`src/rtl/pipe_stage_reg.sv`:
```
// pipe_stage_reg: pipeline register with valid/ready handshake, 2-entry skid buffer, flush, halt capture and stall counter
module pipe_stage_reg #(
  parameter int WIDTH    = 64,
  parameter int HALT_BIT = 0,
  parameter int CNT_W    = 16
) (
  input  logic             clk_i,
  input  logic             rst_i,
  input  logic             in_valid_i,
  output logic             in_ready_o,
  input  logic [WIDTH-1:0] in_data_i,
  output logic             out_valid_o,
  input  logic             out_ready_i,
  output logic [WIDTH-1:0] out_data_o,
  input  logic             flush_i,
  output logic             halted_o,
  input  logic             clr_cnt_i,
  output logic [CNT_W-1:0] stall_cnt_o
);
  localparam logic [1:0] EMPTY = 2'd0, ONE = 2'd1, FULL = 2'd2;
  logic [1:0]       state_q, state_d;
  logic [WIDTH-1:0] main_q, main_d, skid_q, skid_d;
  logic             in_ready_q, in_ready_d, halted_q, halted_d, halt_pend_q, halt_pend_d;
  logic [CNT_W-1:0] cnt_q, cnt_d;
  logic             accept, issue;
  assign out_valid_o = state_q != EMPTY;
  assign out_data_o  = main_q;
  assign in_ready_o  = in_ready_q;
  assign halted_o    = halted_q;
  assign stall_cnt_o = cnt_q;
  always_comb begin
    accept = in_valid_i & in_ready_q;
    issue  = out_valid_o & out_ready_i;
    state_d = flush_i ? EMPTY :
              state_q == EMPTY ? (accept ? ONE : EMPTY) :
              state_q == ONE ? ((issue & !accept) ? EMPTY : (!issue & accept) ? FULL : ONE) :
              (issue ? ONE : FULL);
    main_d = flush_i ? main_q :
             (state_q == FULL & issue) ? skid_q :
             (accept & (state_q == EMPTY | issue)) ? in_data_i : main_q;
    skid_d = (!flush_i & state_q == ONE & accept & !issue) ? in_data_i : skid_q;
    // Only one halt payload can be resident, so its issue is what clears the pending flag
    halt_pend_d = flush_i ? 1'b0 :
                  (accept & in_data_i[HALT_BIT]) ? 1'b1 :
                  (issue & main_q[HALT_BIT]) ? 1'b0 : halt_pend_q;
    halted_d   = halted_q | (!flush_i & issue & main_q[HALT_BIT]);
    in_ready_d = (state_d != FULL) & !halted_d & !halt_pend_d;
    cnt_d = clr_cnt_i ? '0 :
            (out_valid_o & !out_ready_i & !flush_i & (cnt_q != '1)) ? cnt_q + 1'b1 : cnt_q;
  end
  always_ff @(posedge clk_i or posedge rst_i) begin
    if (rst_i) begin
      state_q     <= EMPTY;
      main_q      <= '0;
      skid_q      <= '0;
      in_ready_q  <= 1'b1;
      halted_q    <= 1'b0;
      halt_pend_q <= 1'b0;
      cnt_q       <= '0;
    end else begin
      state_q     <= state_d;
      main_q      <= main_d;
      skid_q      <= skid_d;
      in_ready_q  <= in_ready_d;
      halted_q    <= halted_d;
      halt_pend_q <= halt_pend_d;
      cnt_q       <= cnt_d;
    end
  end
endmodule
```
`config.mk`:
```
export PLATFORM = sky130hd
export DESIGN_NAME = pipe_stage_reg
export DESIGN_NICKNAME = d
export VERILOG_FILES = /design/src/rtl/pipe_stage_reg.sv
export SDC_FILE = /design/constraint.sdc
export NUM_CORES = 1
export LEC_CHECK = 0
export ABC_AREA = 1
export BUFFER_PORTS_ARGS = -buffer_cell sky130_fd_sc_hd__buf_2
export CORE_MARGIN = 5
export CORE_UTILIZATION = 58
export CTS_CLUSTER_SIZE = 25
export DETAILED_ROUTE_END_ITERATION = 16
export PLACE_DENSITY_LB_ADDON = 0.08
export SLEW_MARGIN = 5
export SYNTH_ARGS = -nofsm -noshare
export SYNTH_HDL_FRONTEND = slang
export SYNTH_SLANG_ARGS = --single-unit
export TNS_END_PERCENT = 1
```
`constraint.sdc`:
```
create_clock -name clk_i -period 12.28 [get_ports clk_i]
set_input_delay 1.842 -clock clk_i [delete_from_list [all_inputs] [get_ports clk_i]]
set_output_delay 1.842 -clock clk_i [all_outputs]
set_load 0.05 [all_outputs]
```
==> metrics.csv <==
stage,metric,value,unit
outcome,status,"finished, final reports clean",
yosys,Synth area leaders,"dfrtp_1 (54%), nand2_1 (10%), o21ai_0 (9.7%), inv_1 (8.0%), a21oi_1 (4.8%)",
placed_design,Final Wtd Congestion,0.808,
worst_setup_path,"slowest stage cell, crit path",a21oi_4,
worst_setup_path,CP endpoint kind,flip-flop,
die,Initial Util,59.6,%
clock_tree,post-cts sizing count,0,
drt,1st-iter DRT viols,594,
finish,Fill cells,932,
sta,final hold vios,0,
sta,aggregate negative setup slack,0,ps
pwr,maximum VDD drop,0.194,mV
grt,first-pass GRT wire length,25700,microns
finish,Area Growth Syn to Fin,19.4,%
placed_design,HPWL Detailed,9620,microns
drt,vias,5676,
finish,ant diodes,0,
grt,GRT Util Overall,22.0,%
grt,grt ovf,0,
drt,routed vias/inst,4.96,
finish,share of layout cells above drive strength 1,19.2,%
yosys,syn_nets,931,
sta,Final Cycle Share,31.9,%
drt,Routed Antenna Nets,0,
die,row count,39,
yosys,Syn Inst Count,860,
yosys,Mapped Area,0.00683,sq mm
worst_setup_path,Critical Path Max Stage Delay,1020,ps
die,Die H,119,microns
worst_setup_path,critical path data required time,12550,ps
clock_tree,Root Driver,clkbuf_16,
yosys,post-synth top area share,54.2,%
sta,Final Skew,11.7,ps
yosys,Seq cells post-synth,149,
clock_tree,clock buffer depth,2,
die,Boundary Pins,153,
sta,final slew viol count,0,
drt,Total Wirelength,14900,microns
worst_setup_path,crit path DAT,4190,ps
clock_tree,hold_buf cts,0,
grt,vias in the first global route,5530,
finish,"commonest cells after routing, fill and taps aside","nand2_1 (189), buf_2 (152), dfrtp_1 (148)",
worst_setup_path,crit path kind,input pin to flip-flop,
worst_setup_path,crit path max fanout,72,
worst_setup_path,crit path cell chain,"buf_2, nand2_4, a21oi_4, buf_4, o21ai_0",
yosys,Yosys cell types,20,
sta,Final min period,3910,ps
sta,Slew HR,23.4,%
worst_setup_path,crit start category,input pin,
drt,wire per inst,13.0,microns
yosys,YS warnings,0,
clock_tree,setup bufs post-CTS,0,
yosys,"Avg Cell Area, Syn",7.95,sq um
die,Die X,119,microns
min_path,HP Class,flip-flop to flip-flop,
clock_tree,clock-pin transition on the worst setup and hold timing paths,60,ps
pwr,Pwr Density,248,mW/mm^2
sta,Slew @ Worst Pin,1150,ps
drt,TritonRoute pass-1 iters,6,
sta,RSZ-0062 raised after global routing,no,
clock_tree,clock sink count,149,
pwr,LEAKAGE,4.49,nW
clock_tree,TritonCTS clock tree,done,
clock_tree,H-tree depth,4,
placed_design,I/O Buffers,152,
finish,fin util,71.2,%
grt,largest net degree at the start of global routing,129,
sta,setup violators final,0,
finish,"commonest non-fill, non-tap cell in the layout",nand2_1,
yosys,"area leader, netlist",dfrtp_1,
die,Core Area,0.0115,sq mm
die,DIE AREA,0.0141,sq mm
clock_tree,Skew-Pair Late Insertion Delay,420,ps
grt,antenna violations before repair,0,
yosys,post-synthesis sequential area ratio,54.6,%
sta,Fmax,0.255,GHz
clock_tree,number of buffers created by CTS,17,
flow_run,# Max-Cap Violations,0,
finish,NumNets Final,1061,
drt,# DRC,0,
critical path, delay by kind of cell:
| family | cells | cell delay [ps] |
|---|---|---|
| simple gates | 1 | 320 |
| compound gates | 2 | 1200 |
| buf+inv | 2 | 780 |
stage by stage:
step                      setup slack, ps  std cells  power, mW  area (sq um)  hold WS, ps
final                                8370       1144       2.02          8160          483
after global routing                 8030       1144       2.14          8160          503
after CTS                            8350       1144       2.04          8160          487
after detailed placement             7900       1114       1.55          7610          474
after global placement               7980       1114       1.53          7610          466
after floorplan                      6430        860       1.35          6830          454
cell usage after synthesis:
master	count
buf_1	4
dfrtp_1	148
ha_1	1
nor3_1	4
o21ai_0	133
nand2_2	2
nand4_1	13
o21bai_1	2
nand2_1	190
a21oi_1	66
buf_2	21
nand3_1	12
clkbuf_1	14
buf_6	1
nor2_1	87
buf_4	5
inv_1	146
xor2_1	6
nor2_4	4
dfstp_2	1
final timing paths:
path                              from        endpoint  slack, ps  cells past startpoint
max in group asynchronous        rst_i  stall_cnt_o[5]       9370                      3
hold / removal              skid_q[62]      skid_q[62]        480                      2
min in group asynchronous        rst_i      skid_q[31]       1520                      2
hold reg to reg             skid_q[62]      skid_q[62]        480                      2
setup / recovery           out_ready_i  out_data_o[58]       8370                      5
setup reg to reg            state_q[1]  out_data_o[58]       9240                      6
flip-flops by register name, summed over array words and instances, names as in the netlist:
| name | flops |
|---|---|
| skid_q | 64 |
| stall_cnt_o | 16 |
| in_ready_o | 1 |
| halt_pend_q | 1 |
| out_data_o | 64 |
| halted_o | 1 |
| state_q | 2 |
per-layer routing:
| metal | track usage (%) | vias up | share of wire (%) |
|---|---|---|---|
| met5 | 0 | - | 0 |
| met4 | 6.59 | 0 | 1.2 |
| met3 | 7.12 | 16 | 6.7 |
| met2 | 33.4 | 163 | 48 |
| met1 | 30.6 | 2572 | 44 |
| li1 | - | 2925 | - |
kinds of logic after synthesis:
family / after synthesis / synth area share (%)
AND/OR/NAND/NOR: 312 / 18.4
flip-flops: 149 / 54.6
XOR/XNOR: 6 / 0.769
AO/OA/AOI/OAI: 201 / 14.8
adder cells (fa/ha/maj): 1 / 0.183
buffers and inverters: 191 / 11.3
power by group:
group,internal [mW],switching (mW)
clock,0.302,0.183
combinational,0.167,0.582
sequential,0.681,0.105
layout make-up:
type                    instances  area [sq um]  area share (%)
multi-input cells             520          2350            28.8
repair buffers                156           791            9.69
clock inverters                 4          45.0           0.552
inverters                     146           553            6.78
flip-flops and latches        149          3730            45.7
well taps                     143           179            2.19
clock buffers                  26           509            6.24
No activity file was read; power rests on OpenSTA's default activity.
